$ cat src/rtl/cpu_run_pkg.sv
// rtl/cpu_run_pkg.sv - shared state encoding and default boot-vector constants for cpu_run_ctrl
package cpu_run_pkg;

    typedef enum logic [2:0] {
        ST_IDLE,
        ST_HOLD,
        ST_RUN,
        ST_STEP,
        ST_END
    } run_state_t;

    localparam logic [31:0] DEF_BASE_VEC   = 32'h0000_0028;
    localparam logic [31:0] DEF_VEC_STRIDE = 32'h0000_0100;

endpackage

$ cat src/rtl/sat_counter.sv
// rtl/sat_counter.sv - up counter that sticks at all-ones instead of wrapping
module sat_counter #(
    parameter int W = 32
) (
    input  logic         clk,
    input  logic         reset,
    input  logic         clear,
    input  logic         enable,
    output logic [W-1:0] count
);

    always_ff @(posedge clk or posedge reset) begin
        if (reset) begin
            count <= '0;
        end else if (clear) begin
            count <= '0;
        end else if (enable && (count != '1)) begin
            count <= count + W'(1);
        end
    end

endmodule

$ cat src/rtl/cpu_run_ctrl.sv
// rtl/cpu_run_ctrl.sv - boot/run sequencer: CPU reset hold, free-run or single-step, halt and cycle-limit stop
module cpu_run_ctrl
    import cpu_run_pkg::*;
#(
    parameter int          WIDTH      = 32,
    parameter int          NUM_VEC    = 4,
    parameter logic [31:0] BASE_VEC   = DEF_BASE_VEC,
    parameter logic [31:0] VEC_STRIDE = DEF_VEC_STRIDE,
    parameter int          RST_CYCLES = 2,
    parameter int          CNT_W      = 32
) (
    input  logic                       clk,
    input  logic                       reset,
    input  logic                       start,
    input  logic [$clog2(NUM_VEC)-1:0] boot_sel,
    input  logic                       step_mode,
    input  logic                       step,
    input  logic                       halt,
    input  logic [CNT_W-1:0]           cycle_limit,
    output logic                       cpu_reset,
    output logic                       cpu_en,
    output logic [WIDTH-1:0]           init,
    output logic                       busy,
    output logic                       done,
    output logic                       timeout,
    output logic [CNT_W-1:0]           cycles
);

    localparam int HOLD_W = (RST_CYCLES > 1) ? $clog2(RST_CYCLES) : 1;

    run_state_t        state;
    logic [CNT_W-1:0]  lim;
    logic              mode;
    logic [HOLD_W-1:0] hold_cnt;
    logic [WIDTH-1:0]  vec_addr;
    logic              limit_hit;

    assign vec_addr = WIDTH'(BASE_VEC) + WIDTH'(VEC_STRIDE) * WIDTH'(boot_sel);

    // cycles still excludes the current enabled cycle, so the limit trips one count early
    assign limit_hit = (lim != '0) && (cycles == lim - CNT_W'(1));

    sat_counter #(
        .W(CNT_W)
    ) u_cycle_cnt (
        .clk   (clk),
        .reset (reset),
        .clear (start),
        .enable(cpu_en),
        .count (cycles)
    );

    always_ff @(posedge clk or posedge reset) begin
        if (reset) begin
            state     <= ST_IDLE;
            cpu_reset <= 1'b1;
            cpu_en    <= 1'b0;
            init      <= WIDTH'(BASE_VEC);
            busy      <= 1'b0;
            done      <= 1'b0;
            timeout   <= 1'b0;
            lim       <= '0;
            mode      <= 1'b0;
            hold_cnt  <= '0;
        end else if (start) begin
            state     <= ST_HOLD;
            cpu_reset <= 1'b1;
            cpu_en    <= 1'b0;
            init      <= vec_addr;
            busy      <= 1'b1;
            done      <= 1'b0;
            timeout   <= 1'b0;
            lim       <= cycle_limit;
            mode      <= step_mode;
            hold_cnt  <= HOLD_W'(RST_CYCLES - 1);
        end else begin
            case (state)
                ST_HOLD: begin
                    if (hold_cnt == '0) begin
                        state     <= mode ? ST_STEP : ST_RUN;
                        cpu_reset <= 1'b0;
                        cpu_en    <= !mode;
                    end else begin
                        hold_cnt <= hold_cnt - HOLD_W'(1);
                    end
                end
                ST_RUN, ST_STEP: begin
                    // halt is checked first so it wins over a coincident limit
                    if (cpu_en && halt) begin
                        state  <= ST_END;
                        cpu_en <= 1'b0;
                        busy   <= 1'b0;
                        done   <= 1'b1;
                    end else if (cpu_en && limit_hit) begin
                        state   <= ST_END;
                        cpu_en  <= 1'b0;
                        busy    <= 1'b0;
                        timeout <= 1'b1;
                    end else begin
                        cpu_en <= (state == ST_RUN) ? 1'b1 : step;
                    end
                end
                ST_IDLE, ST_END: begin
                end
                default: begin
                    state     <= ST_IDLE;
                    cpu_reset <= 1'b1;
                    cpu_en    <= 1'b0;
                    busy      <= 1'b0;
                end
            endcase
        end
    end

endmodule
$ cat config.mk
export PLATFORM = sky130hd
export DESIGN_NAME = cpu_run_ctrl
export DESIGN_NICKNAME = d
export VERILOG_FILES = /design/src/rtl/cpu_run_pkg.sv /design/src/rtl/sat_counter.sv /design/src/rtl/cpu_run_ctrl.sv
export SDC_FILE = /design/constraint.sdc
export NUM_CORES = 1
export LEC_CHECK = 0
export ABC_AREA = 1
export CAP_MARGIN = 20
export CORE_MARGIN = 2
export CORE_UTILIZATION = 25
export CTS_CLUSTER_DIAMETER = 100
export CTS_CLUSTER_SIZE = 40
export DETAILED_ROUTE_END_ITERATION = 7
export HOLD_SLACK_MARGIN = 0.08
export SKIP_LAST_GASP = 1
export SLEW_MARGIN = 5
export SYNTH_ARGS = -nofsm -noshare
export SYNTH_HDL_FRONTEND = slang
export SYNTH_SLANG_ARGS = --single-unit
$ cat constraint.sdc
create_clock -name clk -period 4.1 [get_ports clk]
set_input_delay 0.82 -clock clk [delete_from_list [all_inputs] [get_ports clk]]
set_output_delay 0.82 -clock clk [all_outputs]
set_load 0.1 [all_outputs]
## After elaboration in Yosys (flattened, before gate mapping)

Index checks and enable logic that the tools add are counted.

| storage, ports and cells | value |
|---|---|
| flip-flop bits (word level) | 106 |
| input bits | 40 |
| output and inout bits | 69 |
| word-level logic and storage cells | 80 |

| cells by class | value |
|---|---|
| add/sub/neg operators | 4 |
| eq/ne operators | 12 |
| mux-type cells | 31 |
| reduce and logical (&&, ||, !) cells | 22 |

Operators with widths:

| operator | count |
|---|---|
| two-way mux 32 bit | 2 |
| adder 32 x 1 -> 32 bit (second input constant) | 1 |
| == test 32 bit | 1 |
| != test 32 bit (second input constant) | 1 |
| nonzero test 32 bit | 1 |
| subtractor 32 x 1 -> 32 bit (second input constant) | 1 |
| two-way mux 1 bit | 21 |
| two-way mux 3 bit | 4 |
| adder 6 x 10 -> 11 bit (first input constant) | 1 |
| nonzero test 2 bit | 5 |
| case mux 3 bit (3 select lines) | 1 |
| AND reduction 2 bit | 4 |
| == test 3 x 2 -> 1 bit (second input constant) | 2 |
| AND reduction 3 bit | 2 |
| logical AND 1 bit | 4 |
| != test 2 x 1 -> 1 bit (second input constant) | 2 |
| != test 2 bit (second input constant) | 2 |
| != test 4 bit (second input constant) | 1 |
| case mux 1 bit (2 select lines) | 2 |
| OR reduction 2 bit | 2 |
| OR reduction 4 bit | 1 |
| == test 3 x 1 -> 1 bit (second input constant) | 1 |
| == test 3 bit (second input constant) | 1 |
| zero test 3 bit | 1 |
| 5 further kinds | 5 |

## Longest topological paths before layout

Gate-level depths: netlist (run 1).

| logic depth | value |
|---|---|
| word-level depth | 8 |
| depth in mapped cells | 19 |
| gate-level depth less buffers | 19 |

## By module

A second synthesis (run 1) with hierarchy kept.

| unflattened totals | value |
|---|---|
| cells, all modules | 909 |
| area, all modules | 5788.1 um2 |

By module, submodules not included:

| module | instances | cells an instance | area each (um2) | seq. area each (um2) |
|---|---|---|---|---|
| cpu_run_ctrl | 1 | 549 | 3513.4 | 1102.3 |
| sat_counter | 1 | 360 | 2274.7 | 800.8 |

## Least setup slack after synthesis (run 1)

Ideal clock, no wire load.

| timing | value |
|---|---|
| path type | reg2reg |
| from | register u_cycle_cnt.count[1] |
| to | register u_cycle_cnt.count[18] |
| library setup time | 0.078 ns |
| data arrival time | 2.589 ns |
| required time | 4.022 ns |
| setup slack | 1.433 ns |
| cell stages (with the launch flop) | 16 |
| buffers on the path | 0 |
| clock period less this slack | 2.667 ns |
| cell sequence | dfrtp_1 ha_1 nand3_1 nor2_1 nand2_1 nor2_1 nand2_1 nand2_2 inv_2 nand2_4 nor2_2 nand3_2 nor2_1 nand2_1 o21ai_0 a21oi_1 |

| on the way | value |
|---|---|
| cells in the longest elaborated chain, start to end | 3 |
| elaborated cells between the ends (all ways) | 6 |
| those cells by class | 1 x add/sub; 1 x eq/ne; 2 x mux; 2 x reduce/logical |

Ends and longest elaborated chain:

| what | line | RTL |
|---|---|---|
| start, declared | sat_counter.sv:9 | `output logic [W-1:0] count` |
| start signal, assigned | sat_counter.sv:18 | `count <= count + W'(1);` |
| adder 32 x 1 -> 32 bit or != test 32 bit (tied branches) | sat_counter.sv:18, sat_counter.sv:17 |  |
| two-way mux 32 bit or logical AND 1 bit (tied branches) | sat_counter.sv:17 | `end else if (enable && (count != '1)) begin` |
| two-way mux 32 bit or nonzero test 2 bit (tied branches) | n/a |  |

Parallel ways exist; a longest one is shown, timed or not. The select of a mux whose other input is x is not followed.
A chain may end at the register's enable or synchronous reset.

## Worst setup path after layout (run 1)

| timing | value |
|---|---|
| from | register u_cycle_cnt.count[20] |
| to | output port cycles[20] |

RTL lines:

| what | line | RTL |
|---|---|---|
| end, declared | cpu_run_ctrl.sv:26 | `output logic [CNT_W-1:0] cycles` |

No word-level cell between the ends.

==> results, run 1 <==
- The run finished with clean final reports.
- Internal power comes to 1550 µW.
- The number of warnings issued by yosys is 0.
- The floorplan die width is ~150 µm.
- The number of H-tree branching levels is 3.
- The type of the setup path with the least slack is flop to primary output.
- Counting flops with a built-in enable in the synthesized netlist gives 0.
- Dividing total power by cell area gives a power density of 380 mW/mm².
- Dividing the final minimum period by the clock period gives 0.718.
- For this run, design rule violations remaining after detail routing come to 0.
- In this run the cell area measured after placement is 0.00621 mm².
- Of all cell types, the one taking the most synthesized area is dfrtp_1.
- The number of pins exceeding their max-slew limit in the final report is 0.
- At the end of routability-driven placement, the weighted congestion stood at 0.862.
- The number of gates given a new drive strength after cts is 0.
- The die is 149 µm tall.
- The commonest register cell after synthesis is dfrtp_1.
- In this run, distinct cell masters in the synthesized netlist total 39.
- The repair_antennas step left the layout with diodes totalling 0.
- TritonCTS built the clock tree.
- In the final layout, the share of cells above drive strength 1 is 0.0688.
- The via count of the first global-routing pass is 4836.
- In this run, the number of DRC markers left after iteration 0 of detailed routing was 337.
- The overall global routing resource usage is 0.147.
- For this run the aggregate overflow at the end of global routing stands at 0.
- The combinational share of power is 0.288.
- The count of cells in the finished layout, fillers not included, comes to 1127.
- The first global-routing pass estimated about 25000 µm of wire.
- Counting the fill cells in the layout gives between 2000 and 2500.
- The setup total negative slack is 0 ns.
- The final hold violation count is 0.
- The data required time at the worst endpoint is approximately 3.3 ns.
- The largest net degree at the start of global routing is 77.
- The worst path needs 2.95 ns of the cycle, external delays included.
- The maximum operating frequency is 340 MHz.
- The critical path data arrival time is 2.13 ns.
- After clock tree synthesis, the flow added hold-fix buffers numbering 0.
- The layout overhead on the synthesized area is 25.1%.
- The kind of capture point of the worst setup path is a primary output.
- The worst-case IR drop observed on VDD is 0.334 mV.
- For this run, the post-layout net count is 895.
- The count of pins on the block boundary is 109.
- Counting flops with an async set or reset pin after synthesis yields a share of 1.00.
- Setup repair after global routing left no endpoint under its margin.
- The count of buffer and inverter cells on the critical path is 1.
- Clock tree synthesis inserted a total of 9 buffers.
- The power spent charging and discharging nets is 951 µW.
- The area of all placed cells without fillers is 0.00656 mm².
- Summed over all cells, the static leakage comes to 0.00298 µW.
- The maximum clock path buffer count is 2.
- The average size of a mapped cell is 6.78 µm².
- Once detail routing completed, the nets flagged for antenna violations numbered 0.
- The startpoint kind of the worst setup timing path is a flop.
- The count of clock tree sinks is 76.
- By count the netlist is led by nand2_1, inv_1, nor2_1.
- The number of setup buffers added after CTS is 0.
- The type of the most critical hold path is flop to flop.
- The placed wire-length estimate is around 12000 µm.
- The switching share of total power is 0.381.
- The row count is 52.
- The number of instances in the placed design is 1110.
- In the routed layout, each cell is associated on average with a via count of 4.38.
- The clock share of power is 0.354.
- Setup violations remaining at the end of the flow were counted as 0.
- The slowest cell on the critical path is clkdlybuf4s50_1.
- The highest cell delay on the worst timing path is 1.22 ns.
- At the later pin of the worst-skew pair, clock insertion delay measures 0.35 ns.
- The critical path goes through clkdlybuf4s50_1.
- The final setup skew is 0.00718 ns.
- The top-area cell type share of the netlist area is 0.358.
- The share of the Yosys chip area taken by registers is 0.363.
- By area the synthesized netlist is led by dfrtp_1, nand2_1, inv_1.
- The portion of total power attributed to sequential cells is 0.358.
- In the final layout, the multi-input gates occupy 0.00280 mm².
- The worst-margin pin slew is between 1 and 1.5 ns.
- The total via count after detailed routing is 4941.
- In this run the worst path has a maximum fanout of 7.
- After floorplanning, the core was sized to cover 0.0204 mm².
- The number of antenna violations at the first check in global routing came to 0.
- The iteration count of the initial detailed-routing pass is 4.
- The final routed wire length divided by cell count is 13.9 µm.
- The number of maximum-capacitance violations is 0.
- The post-synthesis cell area is roughly 0.0052 mm².
- After clock tree synthesis, the clock-pin slew on the worst setup and hold paths is 0.06 ns.
- Synthesis handed over a netlist of 774 instances.
- The cell family contributing the most delay on the critical path is buffers and inverters.
- In this run the clock root is driven by a clkbuf_16.
- The port buffer count is 78.
- The effective utilization at floorplan is 0.257.
- The final wirelength is 15600 µm.
- The sequential cell area in the final layout is approximately 0.0019 mm².
- The floorplan step defined a die boundary enclosing between 0.02 and 0.025 mm².
- nand2_1 is the most common cell in the netlist.
- In this run, synthesis produced a sequential element count of 76.
- The worst slew margin relative to its limit is 0.302.
## final cells by class
type | instances | area share
Timing Repair Buffer | 82 | 0.126
Multi-Input combinational cell | 583 | 0.426
Clock buffer | 10 | 0.0349
Clock inverter | 6 | 0.0145
Tap cell | 270 | 0.0515
Inverter | 100 | 0.0572
Sequential cell | 76 | 0.290
## cell usage in the layout, fill, tap and decap left out, types with 3 or more instances in the layout
master and n:
a21oi_1 28, buf_4 3, clkbuf_16 9, clkdlybuf4s50_1 77
conb_1 30, dfrtp_1 75, ha_1 3, inv_1 95
inv_2 5, nand2_1 223, nand2_2 7, nand2_4 3
nand3_1 36, nand3b_1 6, nand4_1 10, nor2_1 94
nor2_2 11, nor2_4 3, nor3_1 17, nor3_2 3
nor3b_1 3, nor4_1 4, o21a_1 5, o21ai_0 61
xnor2_1 9, xor2_1 13
## flip-flops by register name, indices dropped and copies added, names as in the netlist
register	count
init	2
done	1
state	3
busy	1
cpu_reset	1
cpu_en	1
u_cycle_cnt.count	32
timeout	1
mode	1
hold_cnt	1
lim	32
## metrics by stage
stage          setup slack (ns)  total power (µW)   util  hold slack, ns
5_1_grt                    1.10              2630  0.321           0.493
2_1_floorplan              1.34              1470      -           0.463
4_1_cts                    1.11              2520  0.320           0.485
3_5_place_dp               1.50              1620  0.304           0.462
3_3_place_gp               1.49              1620  0.304           0.467
6_report                   1.15              2500  0.321           0.477
## final timing paths
kind | end | from | depth (start not counted) | slack, ns
hold reg to reg | busy$_DFFE_PP0P_ | busy$_DFFE_PP0P_ | 2 | 0.48
setup / recovery | cycles[20] | u_cycle_cnt.count[20]$_DFFE_PP0P_ | 1 | 1.15
max in group asynchronous | lim[14]$_DFFE_PP0P_ | reset | 4 | 2.75
hold / removal | busy$_DFFE_PP0P_ | busy$_DFFE_PP0P_ | 2 | 0.48
min in group asynchronous | done$_DFFE_PP0P_ | reset | 3 | 0.78
setup reg to reg | busy$_DFFE_PP0P_ | lim[0]$_DFFE_PP0P_ | 17 | 1.56
## logic make-up after synthesis
kind of cell	synth area share
buffers and inverters	0.124
and+or+nand+nor	0.363
AOI/OAI and AO/OA	0.100
adders and majority gates	0.00716
other	0.00143
xor gates and xnor gates	0.0410
DFF	0.363
## power groups by stage
stage,registers [µW],clock network (µW),logic [µW]
2_1_floorplan,1030,0,445
3_3_place_gp,908,0,716
3_5_place_dp,907,0,717
4_1_cts,895,905,719
5_1_grt,906,937,790
6_report,894,884,719
## routing by layer
layer	up-vias	global-route usage	wire (µm)
li1	2542	-	-
met1	2254	0.197	7360
met2	130	0.239	7210
met3	15	0.0370	849
met4	0	0.0381	212
met5	-	0	0
No activity file was read; power rests on OpenSTA's default activity.
==> run 2, diff against run 1 <==
==> constraint.sdc (replaced) <==
create_clock -name clk -period 2.6 [get_ports clk]
set_input_delay 0.52 -clock clk [delete_from_list [all_inputs] [get_ports clk]]
set_output_delay 0.52 -clock clk [all_outputs]
set_load 0.1 [all_outputs]
==> results, run 2 (synthesis results as in run 1) <==
- The initial detailed-routing violation count is 282 (-16%).
- The number of clock buffers inserted by TritonCTS is 9 (unchanged).
- The largest net degree at the start of global routing is 73 (-5.2%).
- The final setup skew is 0.00812 ns (+0.000939 ns).
- The final wirelength came to 15900 µm (+1.6%).
- The kind of capture point of the worst setup path is a flop.
- The effective utilization at floorplan was 0.257 (unchanged).
- The type of the setup path with the least slack is flop to flop.
- The critical-path maximum fanout is 10 (+3).
- The worst slew margin relative to its limit is 0.671 (+0.369).
- The number of pins exceeding their max-slew limit in the final report is 0 (unchanged).
- The type of the most critical hold path is input pin to async pin.
- The data required time at the worst endpoint is 2.85 ns (-0.43 ns).
- The overall global routing resource usage came to 0.149 (+0.00159).
- The number of DRC violations after detailed routing is 0 (unchanged).
- Setup repair after global routing left no endpoint under its margin.
- The number of gates given a new drive strength after cts is 0 (unchanged).
- The final global-route overflow total is 0 (unchanged).
- The insertion delay to the later sink of the worst-skew pair is 0.35 ns (about the same).
- The final hold violation count is 0 (unchanged).
- The placed wire-length estimate is 12400 µm (+2.8%).
- The via count of the first global-routing pass is 4856 (+0.41%).
- The post-CTS setup buffer count is 0 (unchanged).
- The global-route wire length before repair was 25500 µm (-0.13%).
- The total of hold buffers inserted after clock tree synthesis came to 0 (unchanged).
- The die area is 0.0222 mm² (unchanged).
- In the final layout, the registers with the most flip-flops are lim: 32 flops, u_cycle_cnt.count: 32 flops, state: 3 flops.
- The final routed wire length divided by cell count is 14.0 µm (+0.71%).
- The worst-margin pin slew was 0.489 ns (-0.555 ns).
- The area growth from synthesis to layout is 24.7%.
- The top cell types in the final layout, fill and taps aside, are nand2_1, inv_1, nor2_1.
- The minimum clock period after layout is roughly 2.3 ns.
- The run finished with clean final reports.
- The minimum hold slack came to 0.461 ns (-0.0156 ns).
- The number of antenna cells inserted is 0 (unchanged).
- The fraction of final layout cells sized beyond drive strength 1 was 0.131 (+0.0626).
- The number of H-tree branching levels is 3 (unchanged).
- The port buffer count was 78 (unchanged).
- The maximum clock path buffer count came to 2 (unchanged).
- The startpoint kind of the worst setup timing path is a flop.
- The total via count after detailed routing is 5042 (+2.0%).
- The routability congestion estimate from global placement came to 0.891 (+3.3%).
- The critical path data arrival time came to 2.58 ns (+0.45 ns).
- The CTS tree is built.
- The final-report setup violation count is 0 (unchanged).
- The iteration count of the initial detailed-routing pass is 5 (+1).
- The maximum operating frequency is 429 MHz.
- The row count is 52 (unchanged).
- The count of pins on the block boundary is 109 (unchanged).
- The remaining antenna violation count is 0 (unchanged).
- The number of antenna violations at the first check in global routing is 0 (unchanged).
- The ratio of final minimum period to clock period is 0.896.
- The total power density per cell area came to 587 mW/mm² (+54%).
- The most common library cell in the layout ignoring fill and taps is nand2_1.
- The largest vdd supply drop is 0.744 mV (+120%).
- The count of clock tree sinks is 76 (unchanged).
- The area of the core region is 0.0204 mm² (unchanged).
- The reg2reg setup slack is 0.27 ns (-1.29 ns).
- The clock input transition at the sequential cells of the worst setup and hold paths is 0.06 ns (about the same).
- The number of maximum-capacitance violations came to 0 (unchanged).
- The via density per instance is 4.43 (+1.1%).
- The leakage component of the power is 0.00309 µW (+3.6%).
- The final design utilization came to 0.320 (-0.00104).
- The final-stage net count is 905 (+1.1%).
- The floorplan die height is 149 µm (unchanged).
- The floorplan die width is 149 µm (unchanged).
- The root buffer cell chosen for the clock tree is clkbuf_16.
## run 2: cell type report
cell class                      instances  area [µm²]
Inverter                              100         375
Tap cell                              270         338
Multi-Input combinational cell        583        2800
Sequential cell                        76        1910
Clock inverter                          7        75.1
Clock buffer                            9         225
Timing Repair Buffer                   92         821
Fill cell                            2212       13900
## run 2: routing by layer
layer	wire length, µm	vias to the layer above	GRT usage
met3	1040	15	0.0370
met5	0	-	0
met2	7510	147	0.247
met4	201	0	0.0429
li1	-	2555	-
met1	7130	2325	0.193
## run 2: stage by stage
step,instances,total power [µW],setup WS [ns],cell area [µm²],setup TNS [ns]
4_1_cts,1137,3870,0.179,6540,0
6_report,1137,3840,0.269,6540,0
3_5_place_dp,1121,2570,0.191,6240,0
3_3_place_gp,1121,2560,0.253,6240,0
5_1_grt,1137,4060,0.0456,6540,0
2_1_floorplan,802,2330,-0.0268,5350,-0.0536
## run 2: critical path: stages (launching register included)
cell and delay (ns):
dfrtp_1 0.39, inv_2 0.11, ha_2 0.23, nand2_4 0.11, nor2_8 0.21, nand2_2 0.11, nor2_2 0.09, nand2_1 0.05
nand2_1 0.06, nand2_1 0.05, nor2_1 0.10, nand3_1 0.13, nor2_2 0.22, nand2_2 0.10, nand2_4 0.09, nand2_2 0.05
nand2_1 0.07, nand2_1 0.04
## run 2: path summary, 6_finish.rpt
| kind | startpoint | end | cells after the start |
|---|---|---|---|
| max | lim[0]$_DFFE_PP0P_ | state[2]$_DFFE_PP0P_ | 17 |
| min | reset | init[9]$_DFFE_PP0P_ | 2 |
| max reg2reg | lim[0]$_DFFE_PP0P_ | state[2]$_DFFE_PP0P_ | 17 |
| min reg2reg | init[9]$_DFFE_PP0P_ | init[9]$_DFFE_PP0P_ | 2 |
| max in group asynchronous | reset | lim[20]$_DFFE_PP0P_ | 3 |
| min in group clk | init[9]$_DFFE_PP0P_ | init[9]$_DFFE_PP0P_ | 2 |
## run 2: where the power goes
group	switching, µW	leakage [µW]	internal [µW]
clock	538	0.000138	748
combinational	847	0.00197	290
sequential	120	0.000981	1290
